### src/rtl/uart_ctrl_pkg.sv
// Shared register map, STATUS bit positions and FSM state types for the UART FIFO controller.
// Imported by the controller top and its FIFO sub-module.
package uart_ctrl_pkg;

  localparam logic [1:0] ADDR_DATA    = 2'd0;
  localparam logic [1:0] ADDR_STATUS  = 2'd1;
  localparam logic [1:0] ADDR_BAUD_LO = 2'd2;
  localparam logic [1:0] ADDR_BAUD_HI = 2'd3;

  localparam int ST_TX_EMPTY = 0;
  localparam int ST_TX_FULL  = 1;
  localparam int ST_RX_EMPTY = 2;
  localparam int ST_RX_FULL  = 3;
  localparam int ST_TX_BUSY  = 4;
  localparam int ST_TX_OVF   = 5;

  typedef enum logic [1:0] {
    T_IDLE,
    T_WAIT,
    T_RELEASE
  } tx_state_t;

  typedef enum logic {
    R_IDLE,
    R_ACK
  } rx_state_t;

endpackage

### src/rtl/uart_fifo_ctrl_sync_fifo.sv
// Single-clock FIFO with combinational head; zero-latency dout, push ignored when full, pop ignored when empty.
// A full FIFO refuses a push even if a pop lands in the same cycle.
module sync_fifo #(
  parameter int WIDTH = 8,
  parameter int DEPTH = 4
) (
  input  logic             clk,
  input  logic             rst,
  input  logic             push,
  input  logic             pop,
  input  logic [WIDTH-1:0] din,
  output logic [WIDTH-1:0] dout,
  output logic             empty,
  output logic             full
);

  localparam int AW = (DEPTH > 1) ? $clog2(DEPTH) : 1;

  logic [WIDTH-1:0] mem_q [DEPTH];
  logic [WIDTH-1:0] mem_d [DEPTH];
  logic [AW-1:0]    wr_ptr_q, wr_ptr_d;
  logic [AW-1:0]    rd_ptr_q, rd_ptr_d;
  logic [AW:0]      count_q, count_d;
  logic             do_push, do_pop;

  assign empty   = (count_q == '0);
  assign full    = (count_q == (AW+1)'(DEPTH));
  assign dout    = mem_q[rd_ptr_q];
  assign do_push = push && !full;
  assign do_pop  = pop && !empty;

  // Pointers are exactly AW bits, so power-of-two DEPTH wraps for free.
  always_comb begin
    mem_d    = mem_q;
    wr_ptr_d = wr_ptr_q;
    rd_ptr_d = rd_ptr_q;
    count_d  = count_q;
    if (do_push) begin
      mem_d[wr_ptr_q] = din;
      wr_ptr_d        = wr_ptr_q + 1'b1;
    end
    if (do_pop) begin
      rd_ptr_d = rd_ptr_q + 1'b1;
    end
    case ({do_push, do_pop})
      2'b10:   count_d = count_q + 1'b1;
      2'b01:   count_d = count_q - 1'b1;
      default: count_d = count_q;
    endcase
  end

  always_ff @(posedge clk or posedge rst) begin
    if (rst) begin
      for (int i = 0; i < DEPTH; i++) begin
        mem_q[i] <= '0;
      end
      wr_ptr_q <= '0;
      rd_ptr_q <= '0;
      count_q  <= '0;
    end else begin
      mem_q    <= mem_d;
      wr_ptr_q <= wr_ptr_d;
      rd_ptr_q <= rd_ptr_d;
      count_q  <= count_d;
    end
  end

endmodule

### src/rtl/uart_fifo_ctrl.sv
// CPU register front-end for the UART engine: TX/RX byte FIFOs, start/done and available/clear handshakes, baud divisor.
// DATA write launches one cycle after it lands; RX is flow-controlled by withholding rx_clear while the RX FIFO is full.
module uart_fifo_ctrl
  import uart_ctrl_pkg::*;
#(
  parameter int          DEPTH      = 4,
  parameter logic [11:0] RESET_BAUD = 12'd51
) (
  input  logic        clk,
  input  logic        rst,
  input  logic [1:0]  addr,
  input  logic        wr_en,
  input  logic        rd_en,
  input  logic [7:0]  wdata,
  output logic [7:0]  rdata,
  output logic        irq,
  output logic        start_tx,
  output logic [7:0]  tx_value,
  input  logic        tx_done,
  input  logic        rx_available,
  input  logic [7:0]  rx_value,
  output logic        rx_clear,
  output logic [11:0] uart_baud_counter
);

  tx_state_t   tx_state_q, tx_state_d;
  rx_state_t   rx_state_q, rx_state_d;
  logic        start_tx_q, start_tx_d;
  logic [7:0]  tx_value_q, tx_value_d;
  logic        rx_clear_q, rx_clear_d;
  logic        tx_overflow_q, tx_overflow_d;
  logic [11:0] baud_q, baud_d;

  logic       wr_data, wr_status, wr_baud_lo, wr_baud_hi, rd_data;
  logic       tx_pop, rx_push;
  logic [7:0] tx_head, rx_head;
  logic       tx_empty, tx_full, rx_empty, rx_full;
  logic [7:0] status;

  assign wr_data    = wr_en && (addr == ADDR_DATA);
  assign wr_status  = wr_en && (addr == ADDR_STATUS);
  assign wr_baud_lo = wr_en && (addr == ADDR_BAUD_LO);
  assign wr_baud_hi = wr_en && (addr == ADDR_BAUD_HI);
  assign rd_data    = rd_en && (addr == ADDR_DATA);

  sync_fifo #(.WIDTH(8), .DEPTH(DEPTH)) u_tx_fifo (
    .clk   (clk),
    .rst   (rst),
    .push  (wr_data),
    .pop   (tx_pop),
    .din   (wdata),
    .dout  (tx_head),
    .empty (tx_empty),
    .full  (tx_full)
  );

  sync_fifo #(.WIDTH(8), .DEPTH(DEPTH)) u_rx_fifo (
    .clk   (clk),
    .rst   (rst),
    .push  (rx_push),
    .pop   (rd_data),
    .din   (rx_value),
    .dout  (rx_head),
    .empty (rx_empty),
    .full  (rx_full)
  );

  // The byte leaves the FIFO at launch, so tx_empty can read 1 while it is still on the wire.
  always_comb begin
    tx_state_d = tx_state_q;
    start_tx_d = start_tx_q;
    tx_value_d = tx_value_q;
    tx_pop     = 1'b0;
    case (tx_state_q)
      T_IDLE: begin
        if (!tx_empty) begin
          tx_value_d = tx_head;
          tx_pop     = 1'b1;
          start_tx_d = 1'b1;
          tx_state_d = T_WAIT;
        end
      end
      T_WAIT: begin
        if (tx_done) begin
          start_tx_d = 1'b0;
          tx_state_d = T_RELEASE;
        end
      end
      T_RELEASE: begin
        if (!tx_done) begin
          tx_state_d = T_IDLE;
        end
      end
      default: tx_state_d = T_IDLE;
    endcase
  end

  // A full RX FIFO simply withholds the acknowledge; the engine keeps presenting its byte.
  always_comb begin
    rx_state_d = rx_state_q;
    rx_clear_d = rx_clear_q;
    rx_push    = 1'b0;
    case (rx_state_q)
      R_IDLE: begin
        if (rx_available && !rx_full) begin
          rx_push    = 1'b1;
          rx_clear_d = 1'b1;
          rx_state_d = R_ACK;
        end
      end
      R_ACK: begin
        if (!rx_available) begin
          rx_clear_d = 1'b0;
          rx_state_d = R_IDLE;
        end
      end
      default: rx_state_d = R_IDLE;
    endcase
  end

  // Set is evaluated after clear so a simultaneous overflow is never lost.
  always_comb begin
    tx_overflow_d = tx_overflow_q;
    if (wr_status && wdata[ST_TX_OVF]) begin
      tx_overflow_d = 1'b0;
    end
    if (wr_data && tx_full) begin
      tx_overflow_d = 1'b1;
    end
  end

  always_comb begin
    baud_d = baud_q;
    if (wr_baud_lo) begin
      baud_d[7:0] = wdata;
    end
    if (wr_baud_hi) begin
      baud_d[11:8] = wdata[3:0];
    end
  end

  always_comb begin
    status              = '0;
    status[ST_TX_EMPTY] = tx_empty;
    status[ST_TX_FULL]  = tx_full;
    status[ST_RX_EMPTY] = rx_empty;
    status[ST_RX_FULL]  = rx_full;
    status[ST_TX_BUSY]  = (tx_state_q != T_IDLE);
    status[ST_TX_OVF]   = tx_overflow_q;
  end

  always_comb begin
    rdata = '0;
    case (addr)
      ADDR_DATA:    rdata = rx_empty ? 8'h00 : rx_head;
      ADDR_STATUS:  rdata = status;
      ADDR_BAUD_LO: rdata = baud_q[7:0];
      ADDR_BAUD_HI: rdata = {4'h0, baud_q[11:8]};
      default:      rdata = '0;
    endcase
  end

  assign irq               = !rx_empty;
  assign start_tx          = start_tx_q;
  assign tx_value          = tx_value_q;
  assign rx_clear          = rx_clear_q;
  assign uart_baud_counter = baud_q;

  always_ff @(posedge clk or posedge rst) begin
    if (rst) begin
      tx_state_q    <= T_IDLE;
      rx_state_q    <= R_IDLE;
      start_tx_q    <= 1'b0;
      tx_value_q    <= '0;
      rx_clear_q    <= 1'b0;
      tx_overflow_q <= 1'b0;
      baud_q        <= RESET_BAUD;
    end else begin
      tx_state_q    <= tx_state_d;
      rx_state_q    <= rx_state_d;
      start_tx_q    <= start_tx_d;
      tx_value_q    <= tx_value_d;
      rx_clear_q    <= rx_clear_d;
      tx_overflow_q <= tx_overflow_d;
      baud_q        <= baud_d;
    end
  end

endmodule

### config.mk
export PLATFORM = sky130hd
export DESIGN_NAME = uart_fifo_ctrl
export DESIGN_NICKNAME = d
export VERILOG_FILES = /design/src/rtl/uart_ctrl_pkg.sv /design/src/rtl/uart_fifo_ctrl_sync_fifo.sv /design/src/rtl/uart_fifo_ctrl.sv
export SDC_FILE = /design/constraint.sdc
export NUM_CORES = 1
export LEC_CHECK = 0
export CORE_UTILIZATION = 56
export DETAILED_ROUTE_END_ITERATION = 7
export PLACE_DENSITY = 0.8
export SLEW_MARGIN = 0
export SYNTH_ARGS = -nofsm -noshare
export SYNTH_HDL_FRONTEND = slang
export SYNTH_HIERARCHICAL = 1
export SYNTH_SLANG_ARGS = --single-unit
export TNS_END_PERCENT = 5
### constraint.sdc
create_clock -name clk -period 2.6 [get_ports clk]
set_clock_uncertainty 0.05 [all_clocks]
set_input_delay 0.65 -clock clk [delete_from_list [all_inputs] [get_ports clk]]
set_output_delay 0.65 -clock clk [all_outputs]
set_load 0.05 [all_outputs]
==> results.toml <==
[run_status]
run_status = "finished with violations"
violations_in_the_final_reports = "setup timing"

[critical_path]
maximum_fanout_along_the_worst_path = 5
worst_setup_path_startpoint = "u_rx_fifo/rd_ptr_q[0]"
end_kind = "output port"
regToRegSetupSlack_ns = 0.35
startpoint_type = "flop"
critical_path.slowest_cell = "mux4_2"
critPathRequiredTime_ns = 1.90
critPathMaxStageDelay_ns = 0.50
timing.critical_path.cells = "buf_6 -> mux4_2 -> nor3b_4 -> a21oi_2 -> nor2_2 -> buf_12"
worst_ep_arrival_time_ns = 1.99
worst_path_dominant_cell_family = "multiplexers"
critical_path.reg2reg.startpoint = "u_rx_fifo/count_q[2]"
path_buf_inv = 2
rr_worst_depth = 9
worstSetupPathType = "flop to output port"
r2r_end = "u_rx_fifo/count_q[2]"

[finish]
finish.net_count = 467
share_of_layout_cells_above_drive_strength_1 = 0.461
syn2layout_area_growth_pct = 27.8
multiInputGateArea_um2 = 2190
ff_latch_area_um2 = 2610
final.fill_count = 521
fin_cells = 542

[yosys]
ys_top_cells_by_area = "dfrtp_1 52%, mux2_2 20%, mux4_2 7.5%"
synth_area_leader_cell = "dfrtp_1"
yosys_warnings = 6
synth.cell_area_um2 = 4810
ys_seq_area_frac = 0.542
netlist.area_leader.share = 0.520
syn_avg_cell_area_um2 = 14.4
post_synth_inst_count = 334
yosysUniqueCellTypes = 33
synth.net_count = 370
ys_ff_latch = 104

[place]
io_buffers = 54
placement.setup.worst_slack_ns = -0.225
place.detailed.instances = 523
detailedPlacementHpwl_mm = 7.14
gp_congestion = 0.741

[sta]
setup_repair_after_global_routing_missed_its_margin = "true"
max_slew.worst_pin.slew_ns = 0.620
timing.hold.ws_ns = 0.458
maxSlewViolCount = 0
totalNegativeSetupSlack_ns = -0.427
setup_viol_count_final = 8
period_share = 1.03
worst_slack_ns = -0.0910
max_freq_mhz = 372
slew_headroom = 0.586
finalCriticalPeriod_ns = 2.69
finalHoldViolCount = 0

[hold_path]
startpoint_of_the_lowest_slack_hold_path = "u_rx_fifo/mem_q[5]"
hold_end = "u_rx_fifo/mem_q[5]"
min-delay-path-class = "flop to flop"
min_delay_path_depth = 1

[global_routing]
antenna_found_initial = 1
gr-usage-all-layers = 0.248
grt_first_pass_wirelength_mm = 16.4
grt_pass1_vias = 3228
grt_max_degree = 40
grt_overflow_total = 0

[clock_network]
cts_root_buffer = "clkbuf_8"
quantity_of_hold_fixing_buffers_added_after_cts = 0
cts_clk_pin_slew_worst_paths_ns = 0.09
cts_made_buffers = 9
clk_latency_ns = 0.36
cts-htree-levels = 3
clock_sinks = 104
ctsLongestPathBuffers = 2
cts_tree = "built"

[routing]
route.vias.total = 3054
drt-total-wl_mm = 9.91
detail_route.first_pass.iterations = 4
drt.antenna.violating_nets = 0
first_iter_violations = 109
post_route_drc_violation_count = 0
post_drt_via_cell_ratio = 5.63
detail_route.wl_per_cell_um = 18.3

[die]
dieArea_um2 = 8970
ios = 55
core_area_um2 = 8260
die-width_um = 94.7
initial_utilization = 0.583
die_height_um = 94.7
std_cell_rows = 33

[power]
power-per-cell-area_nw_per_um2 = 1200
vdd_drop_max_mv = 0.601
static-leakage-power_nw = 2.67

[flow_run]
maxCapViolCount = 0
[sequential cells by signal (all words and copies together), names as in the netlist, 3 cells and up]
register	cells
u_rx_fifo/mem_q	32
u_tx_fifo/mem_q	32
uart_baud_counter	12
tx_value	8
u_rx_fifo/count_q	3
u_tx_fifo/count_q	3
[cells in the mapped netlist]
library cell / count
mux2i_1: 6
a22o_1: 1
mux2_2: 86
nor2_1: 9
nor3_1: 2
fa_1: 2
xnor2_1: 7
xor2_1: 6
buf_1: 2
a21oi_1: 7
o21ai_0: 5
dfstp_2: 4
nor2b_1: 2
nand2_1: 13
inv_1: 17
or2b_2: 2
a22oi_1: 3
o31a_2: 2
nand3b_1: 2
a31oi_1: 1
nor2_2: 8
nand3_1: 1
nor3b_1: 4
nor3b_2: 2
dfrtp_1: 100
ha_1: 10
mux4_2: 16
a211oi_1: 1
buf_2: 6
nand2b_1: 2
a221oi_1: 3
nor3_4: 1
a21boi_0: 1
[area by class of cell]
type | count | share of cell area
diodes | 1 | 0.000407
clock buffers | 11 | 0.0230
clock inverters | 5 | 0.0102
inverters | 17 | 0.0104
multi-input cells | 205 | 0.356
flip-flops and latches | 104 | 0.424
well taps | 105 | 0.0214
repair buffers | 94 | 0.154
[worst max-delay path by stage]
stage	end	slack (ns)	cells past startpoint
finish	rdata[6]	-0.09	6
global route	rdata[4]	-0.18	6
CTS	rdata[6]	-0.11	6
detailed placement	u_rx_fifo/count_q[2]	-0.23	10
global placement	rdata[0]	-0.14	6
floorplan	rdata[2]	-0.07	4
[cells by family after synthesis]
logic type                 after synthesis  share of synthesized area
AOI/OAI and AO/OA                       24                     0.0330
and+or+nand+nor                         48                     0.0575
adders and majority gates               12                     0.0343
buffers and inverters                   25                     0.0211
xor gates and xnor gates                13                     0.0237
DFF                                    104                      0.542
muxes                                  108                      0.289
[timing repair]
item | in CTS | in global routing
setup buffers | 3 | 1
gates resized for setup | 18 | 6
hold endpoints to repair | 0 | 0
pin swaps | 5 | 4
setup endpoints to repair | 8 | 8
[routing by layer]
layer  wire, um  global-route usage
met1       4520               0.352
met2       4870               0.396
met3        387              0.0411
met4        125              0.0745
met5          0                   0
[placed cells by master (no fill, tap or decap), drive strengths merged, types with 10 or more instances in the layout]
| master | synthesis | final |
|---|---|---|
| mux2 | 86 | 86 |
| nor2 | 17 | 17 |
| dfrtp | 100 | 100 |
| clkdlybuf4s50 | 0 | 43 |
| nand2 | 13 | 13 |
| inv | 17 | 19 |
| buf | 8 | 49 |
| ha | 10 | 10 |
| mux4 | 16 | 16 |
| clkbuf | 0 | 11 |
[per-stage QoR]
stage                util  total power [mW]  cell area (um2)
floorplan               -              5.10             4810
global placement    0.707              6.07             5830
detailed placement  0.707              6.23             5830
CTS                 0.741              7.37             6120
global route        0.745              7.81             6150
finish              0.745              7.37             6150
[power breakdown]
group	switching (mW)	internal [mW]	total (mW)
combinational	1.53	1.85	3.38
sequential	0.601	2.37	2.97
clock	0.540	0.479	1.02
total	2.67	4.70	7.37
No activity file was read; power rests on OpenSTA's default activity.
